$ cat config.mk
export PLATFORM = sky130hd
export DESIGN_NAME = uart_rx_frame_ctrl
export DESIGN_NICKNAME = d
export VERILOG_FILES = /design/src/rtl/uart_pkg.sv /design/src/rtl/uart_frame_buf.sv /design/src/rtl/uart_rx_frame_ctrl.sv
export SDC_FILE = /design/constraint.sdc
export NUM_CORES = 1
export LEC_CHECK = 0
export BUFFER_PORTS_ARGS = -buffer_cell sky130_fd_sc_hd__buf_2
export CORE_ASPECT_RATIO = 0.5
export CORE_MARGIN = 10
export CORE_UTILIZATION = 38
export DETAILED_ROUTE_END_ITERATION = 10
export PLACE_DENSITY = 0.63
export SLEW_MARGIN = 10
export SYNTH_ARGS = -nofsm -noshare
export SYNTH_HDL_FRONTEND = slang
export SYNTH_HIERARCHICAL = 1
export SYNTH_SLANG_ARGS = --single-unit
$ cat constraint.sdc
create_clock -name clk -period 3.2 [get_ports clk]
set_input_delay 0.32 -clock clk [delete_from_list [all_inputs] [get_ports clk]]
set_output_delay 0.32 -clock clk [all_outputs]
set_load 0.05 [all_outputs]
$ cat src/rtl/uart_pkg.sv
// Shared types and constants for the UART receive frame controller.
package uart_pkg;

    typedef enum logic [2:0] {
        ST_HUNT,
        ST_LEN,
        ST_PAYLOAD,
        ST_CSUM,
        ST_DRAIN
    } frame_state_t;

    localparam logic [1:0] ERR_CSUM    = 2'd1;
    localparam logic [1:0] ERR_LEN     = 2'd2;
    localparam logic [1:0] ERR_TIMEOUT = 2'd3;

    localparam logic [7:0] DEFAULT_SOF = 8'hA5;

endpackage

$ cat src/rtl/uart_frame_buf.sv
// Payload store: MAX_LEN x 8 register file, synchronous write, asynchronous read.
// Latency: write visible the cycle after wr_en; read is combinational.
// Backpressure: none; the owner sequences writes and reads.
module uart_frame_buf #(
    parameter int MAX_LEN = 16,
    parameter int AW      = (MAX_LEN > 1) ? $clog2(MAX_LEN) : 1
) (
    input  logic          clk,
    input  logic          wr_en,
    input  logic [AW-1:0] wr_addr,
    input  logic [7:0]    wr_data,
    input  logic [AW-1:0] rd_addr,
    output logic [7:0]    rd_data
);

    logic [7:0] mem [MAX_LEN];

    always_ff @(posedge clk) begin
        if (wr_en) begin
            mem[wr_addr] <= wr_data;
        end
    end

    assign rd_data = mem[rd_addr];

endmodule

$ cat src/rtl/uart_rx_frame_ctrl.sv
// Frame controller behind the UART receiver: SOF hunt, length and checksum check, payload release.
// Latency: status pulses and first payload byte one cycle after the CSUM strobe; one byte/cycle drain.
// Backpressure: m_ready stalls the drain with data held; strobes during drain are dropped (overrun). Option: UART_RX_FRAME_TIMEOUT_EN.
module uart_rx_frame_ctrl
    import uart_pkg::*;
#(
    parameter int         MAX_LEN      = 16,
    parameter logic [7:0] SOF          = DEFAULT_SOF,
    parameter int         TIMEOUT_CLKS = 260420
) (
    input  logic       clk,
    input  logic       rst,
    input  logic       rx_done,
    input  logic [7:0] rx_line,
    output logic [7:0] m_data,
    output logic       m_valid,
    input  logic       m_ready,
    output logic       m_last,
    output logic       frame_ok,
    output logic       frame_err,
    output logic [1:0] err_code,
    output logic       overrun,
    output logic       busy
);

    localparam int         AW        = (MAX_LEN > 1) ? $clog2(MAX_LEN) : 1;
    localparam logic [7:0] MAX_LEN_B = 8'(MAX_LEN);

    frame_state_t  state;
    logic [7:0]    len;
    logic [7:0]    csum;
    logic [7:0]    csum_fin;
    logic [7:0]    wr_idx;
    logic [7:0]    rd_idx;
    logic [7:0]    rd_data;
    logic [AW-1:0] rd_addr;
    logic          wr_en;
    logic          tmo_hit;

    assign csum_fin = csum + rx_line;
    assign wr_en    = (state == ST_PAYLOAD) && rx_done;
    // Read port looks one byte ahead so m_data can be registered on each accept.
    assign rd_addr  = (state == ST_DRAIN) ? AW'(rd_idx + 8'd1) : '0;

    uart_frame_buf #(
        .MAX_LEN (MAX_LEN),
        .AW      (AW)
    ) u_buf (
        .clk     (clk),
        .wr_en   (wr_en),
        .wr_addr (wr_idx[AW-1:0]),
        .wr_data (rx_line),
        .rd_addr (rd_addr),
        .rd_data (rd_data)
    );

`ifdef UART_RX_FRAME_TIMEOUT_EN
    localparam int TMO_W = $clog2(TIMEOUT_CLKS + 1);

    logic [TMO_W-1:0] tmo_cnt;
    logic             in_frame;

    assign in_frame = (state == ST_LEN) || (state == ST_PAYLOAD) || (state == ST_CSUM);
    assign tmo_hit  = in_frame && !rx_done && (tmo_cnt == TMO_W'(TIMEOUT_CLKS - 1));

    always_ff @(posedge clk or posedge rst) begin
        if (rst) begin
            tmo_cnt <= '0;
        end else if (rx_done || !in_frame || tmo_hit) begin
            tmo_cnt <= '0;
        end else begin
            tmo_cnt <= tmo_cnt + TMO_W'(1);
        end
    end
`else
    logic unused_tmo;
    assign unused_tmo = ^TIMEOUT_CLKS;
    assign tmo_hit    = 1'b0;
`endif

    always_ff @(posedge clk or posedge rst) begin
        if (rst) begin
            state     <= ST_HUNT;
            len       <= '0;
            csum      <= '0;
            wr_idx    <= '0;
            rd_idx    <= '0;
            m_data    <= '0;
            m_valid   <= 1'b0;
            m_last    <= 1'b0;
            frame_ok  <= 1'b0;
            frame_err <= 1'b0;
            err_code  <= '0;
            overrun   <= 1'b0;
            busy      <= 1'b0;
        end else begin
            frame_ok  <= 1'b0;
            frame_err <= 1'b0;
            err_code  <= '0;
            overrun   <= 1'b0;
            if (tmo_hit) begin
                frame_err <= 1'b1;
                err_code  <= ERR_TIMEOUT;
                state     <= ST_HUNT;
                busy      <= 1'b0;
            end else begin
                case (state)
                    ST_HUNT: begin
                        if (rx_done && rx_line == SOF) begin
                            state <= ST_LEN;
                            busy  <= 1'b1;
                        end
                    end
                    ST_LEN: begin
                        if (rx_done) begin
                            if (rx_line == 8'd0 || rx_line > MAX_LEN_B) begin
                                frame_err <= 1'b1;
                                err_code  <= ERR_LEN;
                                state     <= ST_HUNT;
                                busy      <= 1'b0;
                            end else begin
                                len    <= rx_line;
                                csum   <= rx_line;
                                wr_idx <= '0;
                                state  <= ST_PAYLOAD;
                            end
                        end
                    end
                    ST_PAYLOAD: begin
                        if (rx_done) begin
                            csum   <= csum_fin;
                            wr_idx <= wr_idx + 8'd1;
                            if (wr_idx == len - 8'd1) begin
                                state <= ST_CSUM;
                            end
                        end
                    end
                    ST_CSUM: begin
                        if (rx_done) begin
                            if (csum_fin == 8'd0) begin
                                frame_ok <= 1'b1;
                                m_valid  <= 1'b1;
                                m_data   <= rd_data;
                                m_last   <= (len == 8'd1);
                                rd_idx   <= '0;
                                state    <= ST_DRAIN;
                            end else begin
                                frame_err <= 1'b1;
                                err_code  <= ERR_CSUM;
                                state     <= ST_HUNT;
                                busy      <= 1'b0;
                            end
                        end
                    end
                    ST_DRAIN: begin
                        if (rx_done) begin
                            overrun <= 1'b1;
                        end
                        if (m_ready) begin
                            if (m_last) begin
                                m_valid <= 1'b0;
                                m_last  <= 1'b0;
                                m_data  <= '0;
                                state   <= ST_HUNT;
                                busy    <= 1'b0;
                            end else begin
                                rd_idx <= rd_idx + 8'd1;
                                m_data <= rd_data;
                                m_last <= (rd_idx + 8'd1 == len - 8'd1);
                            end
                        end
                    end
                    default: begin
                        state <= ST_HUNT;
                        busy  <= 1'b0;
                    end
                endcase
            end
        end
    end

endmodule

==> results of run 1 <==
-- logic make-up after synthesis --
kind of cell / Yosys count
simple gates: 145
buf+inv: 40
fa+ha+maj: 12
flops: 179
mux: 50
compound gates: 80
xor+xnor: 36
-- power by group --
group          leakage, nW  total, W  internal, W  switching, W
Sequential            1.78   0.00283      0.00265      0.000172
Combinational         1.32   0.00125     0.000501      0.000750
Clock                0.296   0.00211      0.00113      0.000981
-- layout make-up --
type                    count  area share
inverters                  22     0.00902
flip-flops and latches    179       0.551
well taps                 273      0.0367
multi-input cells         323       0.294
repair buffers             59      0.0444
clock buffers              17      0.0458
clock inverters            15      0.0188
-- per-layer routing --
layer  GRT usage  vias up  part of all wire  wire length [um]
li1            -     2193                 -                 -
met1       0.166     2382              0.45              7730
met2       0.209       96              0.49              8270
met3      0.0277        9             0.045               773
met4      0.0346        0             0.013               221
met5           0        -                 0                 0
-- path summary, 6_finish.rpt --
check	start	cells after the start	to
max	csum[0]$_DFFE_PP0P_	10	m_last$_DFFE_PP0P_
min in group clk	m_ready	4	state[2]$_DFFE_PP0P_
min	rst	2	overrun$_DFF_PP0_
min reg2reg	csum[4]$_DFFE_PP0P_	2	csum[4]$_DFFE_PP0P_
max in group asynchronous	rst	2	m_data[3]$_DFFE_PP0P_
max reg2reg	csum[0]$_DFFE_PP0P_	10	m_last$_DFFE_PP0P_
-- synthesized netlist by cell type, types with 6 or more instances --
master	instances	area share
o21ai_0	26	0.016
a22oi_1	16	0.015
xnor2_1	22	0.024
o22ai_1	8	0.0062
mux4_1	14	0.046
edfxtp_1	128	0.48
mux2i_1	13	0.016
dfrtp_1	51	0.16
nor3_1	9	0.0056
nand2_1	51	0.024
and3_1	6	0.0047
ha_1	11	0.017
nand3_1	10	0.0062
mux4_2	18	0.050
a21oi_1	9	0.0056
xor2_1	13	0.014
nor2_1	29	0.013
nor2b_1	6	0.0047
inv_1	21	0.0098
-- metrics by stage --
step	utilization	setup WS, ns	total power [W]
after floorplan	-	0.434	0.00383
after global placement	0.420	0.209	0.00410
after detailed placement	0.420	0.151	0.00412
after CTS	0.449	0.226	0.00623
after global routing	0.449	0.0809	0.00647
final	0.449	0.244	0.00618
-- sequential cells by signal, summed over array words and instances, names as in the netlist --
name,count
state,3
u_buf/mem,128
m_last,1
m_data,8
rd_idx,8
m_valid,1
frame_err,1
len,8
busy,1
overrun,1
csum,8
wr_idx,8
err_code,2
frame_ok,1
-- critical path: cells and delay by family (launching register included) --
| family | cells | cell delay, ns |
|---|---|---|
| adders and majority gates | 2 | 0.66 |
| and+or+nand+nor | 1 | 0.21 |
| AOI/OAI and AO/OA | 4 | 0.89 |
| buffers and inverters | 1 | 0.19 |
| muxes | 1 | 0.30 |
| DFF | 1 | 0.38 |
| xor gates and xnor gates | 1 | 0.22 |
==> results.md, run 1 <==
- Initial antenna violation count: 0
- Worst-path cell with the longest stage delay: fa_1
- Avg Synthesized Cell Area: 14.9 um^2
- Area grow syn2layout: 15.3%
- All-Layer GR Usage: 0.126
- Vias in the first global route: 4774
- Worst EP arrival: 3.27 ns
- CTS Buf Count: 17
- Post-CTS sizing: 0
- Xor/xnor share of the synthesized area: 0.0400
- Worst endpoint required time: 3.51 ns
- Post-DRT Antenna Nets: 0
- Number of clock sinks: 179
- FP Rows: 37
- Status: finished clean
- Placement Cell Area: 8690 um^2
- Synth warn: 6
- Layout fillers: 1771
- Reg-to-reg slack, setup: 0.24 ns
- GP Congestion: 0.826
- IO Port Bufs: 27
- CP Capture Type: register
- Relative slew slack: 0.378
- Clock slew at reported path FFs: 0.07 ns
- CP Launch Type: register
- Multi-input logic area: 2740 um^2
- WL/cell: 19.1 um
- Vias: 4680
- CTS Hold Bufs: 0
- Share of flip-flops with an asynchronous set or reset: 0.285
- Clock Latency Late Sink: 0.43 ns
- Die H: 123 um
- CP cell instances: ha_1 > fa_1 > a211oi_1 > o21bai_1 > a21oi_2 > xor2_2 > nand4b_4 > a31oi_1 > buf_12 > mux2_4
- Pin count of the biggest net entering global routing: 52
- Synth Area in Compound Gates: 0.0650
- Clock Skew: 0.0106 ns
- Reg area: 5120 um^2
- Design area: 9300 um^2
- Least-Margin Pin Slew: 0.932 ns
- Hold WS: 0.0458 ns
- RSZ-0062 raised after global routing: false
- Deepest clock path buffer count: 2
- Synthesized area: 8060 um^2
- Max incr delay on CP: 0.43 ns
- Post-CTS Setup Inserts: 0
- DRC: 0
- Net Count, Synth: 566
- Adder-Cell Fraction of Synth Area: 0.0196
- First-pass GRT wire length: 27000 um
- Antenna Cells: 0
- Mux share of post-synthesis cell area: 0.119
- I/O pin count: 28
- Hpwl dp: 11100 um
- Most frequent cells in the layout: edfxtp_1 (128), nand2_1 (51), dfrtp_1 (51), buf_4 (29), nor2_1 (28)
- Cell variety after synth: 66
- Proportion of layout cells with a drive suffix above 1: 0.215
- Final number of max-transition violations: 0
- Flops & latches, synth: 179
- Hold Vio Cnt, Final: 0
- Simple-Gate Fraction of Synth Area: 0.0943
- Placed instance count: 856
- DR iter-0 viols: 338
- Final period util: 0.924
- Grt ovf: 0
- Highest Clock Rate: 0.338 GHz
- Die ar.: 27800 um^2
- Clock tree root driver cell: clkbuf_16
- Post-Route Setup TNS: 0 ns
- 1st-pass router iterations: 4
- WL final: 17000 um
- PwrDens: 665 nW/um^2
- Maximum vdd ir drop: 358 uV
- Largest family of logic cells by synthesized area: multiplexers
- Top FF cell, synth: edfxtp_1
- Die Span X: 226 um
- Initial Utilization: 0.390
- CTS tree: built
- Critical path fanouts, max: 9
- Seq/Total Area, Yosys: 0.635
- Commonest non-fill, non-tap cell in the layout: edfxtp_1
- H-tree levels: 4
- Fin nets: 626
- Vias per std cell: 5.27
- Final setup viols: 0
- Clock period minus worst slack: 2.96 ns
- Leak pwr: 3.39 nW
- Final std cells w/o fill: 888
- Core Box Area: 20700 um^2
- Post-synth EDFFs: 128
- Hold WC Path Type: input pin to asynchronous set/reset pin
- Cells after Synth: 542
- Max Cap Viol: 0
- Type of the worst setup path: register to register
No activity file was read; power rests on OpenSTA's default activity.
==> run 2: changes to the inputs <==
- CORE_UTILIZATION: 38 -> 60
- PLACE_DENSITY: 0.63 -> 0.87
- clock period: 3.2 -> 3.13 ns (I/O delays scaled with it)
==> results.md, run 2 (synthesized netlist as in run 1, its figures left out) <==
- Sw frac: 0.316
- Clock Skew: 0.0110 ns
- Reg power frac: 0.454
- Number of clock sinks: 179
- Max incr delay on CP: 0.43 ns
- GP Congestion: 0.872
- CTS Hold Bufs: 0
- Reg area: 5120 um^2
- Post-route setup slack: 0.131 ns
- Post-DRT Antenna Nets: 0
- DRC: 0
- Clock period minus worst slack: 3.00 ns
- H-tree levels: 4
- Max reg flops: 128
- Grt ovf: 0
- Post-Route Setup TNS: 0 ns
- CP Launch Type: register
- Vias: 5199
- Layout fillers: 743
- Final period util: 0.958
- Hold Vio Cnt, Final: 0
- Die ar.: 18800 um^2
- Post-CTS Setup Inserts: 0
- Internal power: 0.00437 W
- Type of the worst setup path: register to register
- Status: finished clean
- I/O pin count: 28
- Initial Utilization: 0.624
- WL/cell: 24.5 um
- Clock tree root driver cell: clkbuf_16
- Hpwl dp: 11200 um
- Gate power share: 0.205
- Post-CTS sizing: 0
- Vias per std cell: 6.66
- Proportion of layout cells with a drive suffix above 1: 0.213
- Leak pwr: 3.37 nW
- CP Capture Type: register
- CP Buf/Inv Count: 1
- Worst EP arrival: 3.35 ns
- Final setup viols: 0
- Pin count of the biggest net entering global routing: 52
- Core Box Area: 12900 um^2
- PwrDens: 699 nW/um^2
- Pre-CTS WS: 0.110 ns
- First-pass GRT wire length: 30000 um
- Clock slew at reported path FFs: 0.08 ns
- Deepest clock path buffer count: 2
- All-Layer GR Usage: 0.210
- 1st-pass router iterations: 5
- Final number of max-transition violations: 0
- Area grow syn2layout: 13.4%
- Least-Margin Pin Slew: 1.09 ns
- Clk pwr share: 0.341
- Relative slew slack: 0.269
- Crit. path cell count: 10
- IO Port Bufs: 27
- Hold WC Path Type: input pin to asynchronous set/reset pin
- WL final: 19100 um
- Die H: 102 um
- Antenna Cells: 0
- R2r worst-path depth: 10
- Multi-input logic area: 2740 um^2
- DR iter-0 viols: 721
- Critical path fanouts, max: 9
- Worst-path cell with the longest stage delay: fa_1
- Commonest non-fill, non-tap cell in the layout: edfxtp_1
- Highest Clock Rate: 0.333 GHz
- Initial antenna violation count: 0
- Worst endpoint required time: 3.48 ns
- Most frequent cells in the layout: edfxtp_1 (128), nand2_1 (51), dfrtp_1 (51), nor2_1 (28), buf_2 (27)
- Maximum vdd ir drop: 393 uV
- Max Cap Viol: 0
- CTS tree: built
- Reg with most FFs: u_buf/mem
- CP cell instances: ha_1 > fa_1 > a211oi_1 > o21bai_1 > a21oi_2 > xor2_2 > nand4b_4 > a31oi_2 > buf_6 > mux2i_1
- Switch Pwr: 0.00202 W
- Vias in the first global route: 5265
- FP Rows: 29
- Fin nets: 622
- Largest delay share family, worst path: compound AO/OA/AOI/OAI gates
- Clock Latency Late Sink: 0.45 ns
- RSZ-0062 raised after global routing: false
- Die Span X: 184 um
- CTS Buf Count: 17
==> run 2: cell count changes in the layout (fill, tap and decap cells not counted), sizes merged <==
cell | previous run | this run
buf | 59 | 55
clkinv | 5 | 9
inv | 31 | 27
==> run 2: worst paths after layout <==
check	start	to	slack, ns
min in group clk	rx_done	overrun$_DFF_PP0_	0.27
worst max-delay path	csum[0]$_DFFE_PP0P_	m_data[7]$_DFFE_PP0P_	0.13
worst max register to register	csum[0]$_DFFE_PP0P_	m_data[7]$_DFFE_PP0P_	0.13
worst min-delay path	rst	csum[1]$_DFFE_PP0P_	0.14
worst min register to register	csum[0]$_DFFE_PP0P_	csum[0]$_DFFE_PP0P_	0.49
max in group asynchronous	rst	csum[3]$_DFFE_PP0P_	2.31
==> run 2: power groups by stage <==
| stage | Combinational [W] | Clock [W] | Sequential (W) |
|---|---|---|---|
| after floorplan | 0.000870 | 0 | 0.00304 |
| after global placement | 0.00124 | 0 | 0.00292 |
| after detailed placement | 0.00128 | 0 | 0.00293 |
| after CTS | 0.00130 | 0.00218 | 0.00289 |
| after global routing | 0.00144 | 0.00228 | 0.00292 |
| final | 0.00131 | 0.00218 | 0.00290 |
==> run 2: layer usage <==
metal  vias up  part of all wire  global-route usage
li1       2189                 -                   -
met1      2582              0.38               0.263
met2       366              0.48               0.348
met3        62              0.11              0.0559
met4         0             0.026              0.0819
met5         -                 0                   0
==> run 2: worst register-to-register path: stages, from the launching register on <==
cell and delay [ns]:
dfrtp_1 0.38, ha_1 0.23, fa_1 0.43, a211oi_1 0.28, o21bai_1 0.13, a21oi_2 0.19
xor2_2 0.24, nand4b_4 0.23, a31oi_2 0.33, buf_6 0.21, mux2i_1 0.27
==> run 2: final cells by class <==
cell class / instances / share of cell area
inverters: 22 / 0.00903
clock inverters: 15 / 0.0204
multi-input cells: 323 / 0.300
repair buffers: 55 / 0.0409
clock buffers: 17 / 0.0465
well taps: 170 / 0.0233
flip-flops and latches: 179 / 0.560
==> run 2: through the flow <==
step	total power (W)	std cells	hold slack [ns]	util	area, um^2
finish	0.00639	781	0.139	0.708	9140
floorplan	0.00391	542	0.412	-	8060
detailed placement	0.00421	749	0.475	0.660	8520
CTS	0.00638	781	0.185	0.707	9130
global placement	0.00416	749	0.468	0.660	8520
global route	0.00664	781	0.234	0.708	9140
==> run 3: changes to the inputs <==
- MAX_ROUTING_LAYER: not set -> met4
- SKIP_CTS_REPAIR_TIMING: not set -> 1
- SYNTH_HIERARCHICAL: 1 -> not set
==> results.md, run 3 <==
- First-pass GRT wire length: 30900 um
- Hold WC Path Type: input pin to asynchronous set/reset pin
- Top FF cell, synth: edfxtp_1
- Reg with most FFs: u_buf.mem
- Post-synth EDFFs: 128
- CP Launch Type: register
- Avg Synthesized Cell Area: 13.5 um^2
- WL final: 20000 um
- Yosys top cell area share: 0.471
- CTS Buf Count: 17
- Initial Utilization: 0.608
- Vias: 5469
- H-tree levels: 4
- Flops & latches, synth: 179
- Design area: 9080 um^2
- Commonest non-fill, non-tap cell in the layout: edfxtp_1
- Number of clock sinks: 179
- Worst endpoint required time: 3.43 ns
- Initial antenna violation count: 1
- Net Count, Synth: 633
- Most frequent cells in the layout: edfxtp_1 (128), dfrtp_1 (51), nand2_1 (48), nor2_1 (29), o21ai_0 (28)
- Largest area contributor in the netlist: edfxtp_1
- 1st-pass router iterations: 8
- Commonest cells post-synth: edfxtp_1 (128), dfrtp_1 (51), nand2_1 (48), nor2_1 (29), o21ai_0 (28)
- Post-Route Setup TNS: 0 ns
- Leak pwr: 3.43 nW
- Hpwl dp: 12800 um
- Die H: 103 um
- IO Port Bufs: 27
- I/O pin count: 28
- Vias per std cell: 6.61
- Proportion of layout cells with a drive suffix above 1: 0.167
- Fin nets: 665
- Grt ovf: 0
- Clock tree root driver cell: clkbuf_16
- Clock Skew: 0.0110 ns
- Least-Margin Pin Slew: 0.933 ns
- Critical path fanouts, max: 6
- Pin count of the biggest net entering global routing: 48
- GP Congestion: 0.897
- Relative slew slack: 0.377
- Max reg flops: 128
- Max Cap Viol: 0
- Final setup viols: 0
- Synth warn: 0
- Area grow syn2layout: 11.1%
- CTS tree: built
- WL/cell: 24.1 um
- DRC: 0
- Clock Latency Late Sink: 0.43 ns
- All-Layer GR Usage: 0.224
- FP Rows: 30
- Highest Clock Rate: 0.347 GHz
- Die ar.: 19000 um^2
- DR iter-0 viols: 799
- PwrDens: 557 nW/um^2
- Final number of max-transition violations: 0
- Clock period minus worst slack: 2.88 ns
- Maximum vdd ir drop: 278 uV
- Placement Cell Area: 8520 um^2
- Die Span X: 185 um
- Seq/Total Area, Yosys: 0.627
- Final period util: 0.920
- Cells after Synth: 606
- Most frequent cell after synthesis: edfxtp_1
- Post-route setup slack: 0.252 ns
- Hold Vio Cnt, Final: 0
- RSZ-0062 raised after global routing: false
- Core Util, Final: 0.676
- Pre-CTS WS: 0.198 ns
- Deepest clock path buffer count: 2
- Post-DRT Antenna Nets: 0
- Cell variety after synth: 65
- Synthesized area: 8170 um^2
- Type of the worst setup path: register to register
- Vias in the first global route: 5492
- Top post-synthesis cells by area: edfxtp_1 (47%), dfrtp_1 (16%), mux2i_1 (2.6%)
- Status: finished clean
- CP Capture Type: register
- Share of flip-flops with an asynchronous set or reset: 0.285
- Worst EP arrival: 3.18 ns
- Clock slew at reported path FFs: 0.07 ns
- Core Box Area: 13400 um^2
## run 3: cells by family after synthesis
kind of cell             Yosys count  share of synthesized area
XOR/XNOR                          40                     0.0438
adder cells (fa/ha/maj)           15                     0.0239
flip-flops                       179                      0.627
AO/OA/AOI/OAI                    127                      0.103
AND/OR/NAND/NOR                  161                      0.106
buffers and inverters             41                     0.0237
multiplexers                      43                     0.0726
## run 3: final timing paths
path / start / end / slack, ns / cells past startpoint
min reg2reg: m_valid$_DFFE_PP0P_ / m_valid$_DFFE_PP0P_ / 0.51 / 2
max: csum[0]$_DFFE_PP0P_ / rd_idx[2]$_DFFE_PP0P_ / 0.25 / 9
min: rst / len[1]$_DFFE_PP0P_ / 0.09 / 2
min in group clk: rx_done / wr_idx[1]$_DFFE_PP0P_ / 0.25 / 3
max reg2reg: csum[0]$_DFFE_PP0P_ / rd_idx[2]$_DFFE_PP0P_ / 0.25 / 9
max in group asynchronous: rst / wr_idx[1]$_DFFE_PP0P_ / 2.39 / 3
## run 3: worst max-delay path, cell delays in order (launching register included)
cell	delay (ns)
dfrtp_1	0.38
ha_1	0.23
fa_1	0.43
a21o_1	0.18
a211oi_1	0.37
o221ai_1	0.18
nor3_2	0.25
a31oi_1	0.25
or2_1	0.34
o2bb2ai_1	0.14
## run 3: area by class of cell
cell class / count / area, um^2
clock buffer: 18 / 429
multi-input combinational: 386 / 2870
inverter: 11 / 41.3
antenna: 1 / 2.50
fill: 856 / 4360
clock inverter: 14 / 126
sequential: 179 / 5120
timing repair buffer: 43 / 268
tap: 176 / 220
## run 3: report_power, final
group	leakage (nW)	switching, W	internal (W)	total [W]
clock network	0.274	0.000920	0.00110	0.00202
logic	1.33	0.000256	0.000136	0.000392
registers	1.82	0.0000605	0.00258	0.00264
## run 3: stage by stage
step / power (W) / hold WS (ns) / instances
CTS: 0.00505 / 0.115 / 827
finish: 0.00506 / 0.0883 / 828
detailed placement: 0.00307 / 0.486 / 795
floorplan: 0.00293 / 0.412 / 606
global route: 0.00519 / 0.165 / 828
global placement: 0.00305 / 0.469 / 795
## run 3: routing by layer
| layer | global-route usage | part of all wire | vias to the layer above |
|---|---|---|---|
| met2 | 0.349 | 0.46 | 365 |
| met5 | - | 0 | - |
| met3 | 0.0601 | 0.11 | 54 |
| met1 | 0.272 | 0.40 | 2692 |
| met4 | 0.0999 | 0.031 | 0 |
| li1 | - | - | 2358 |
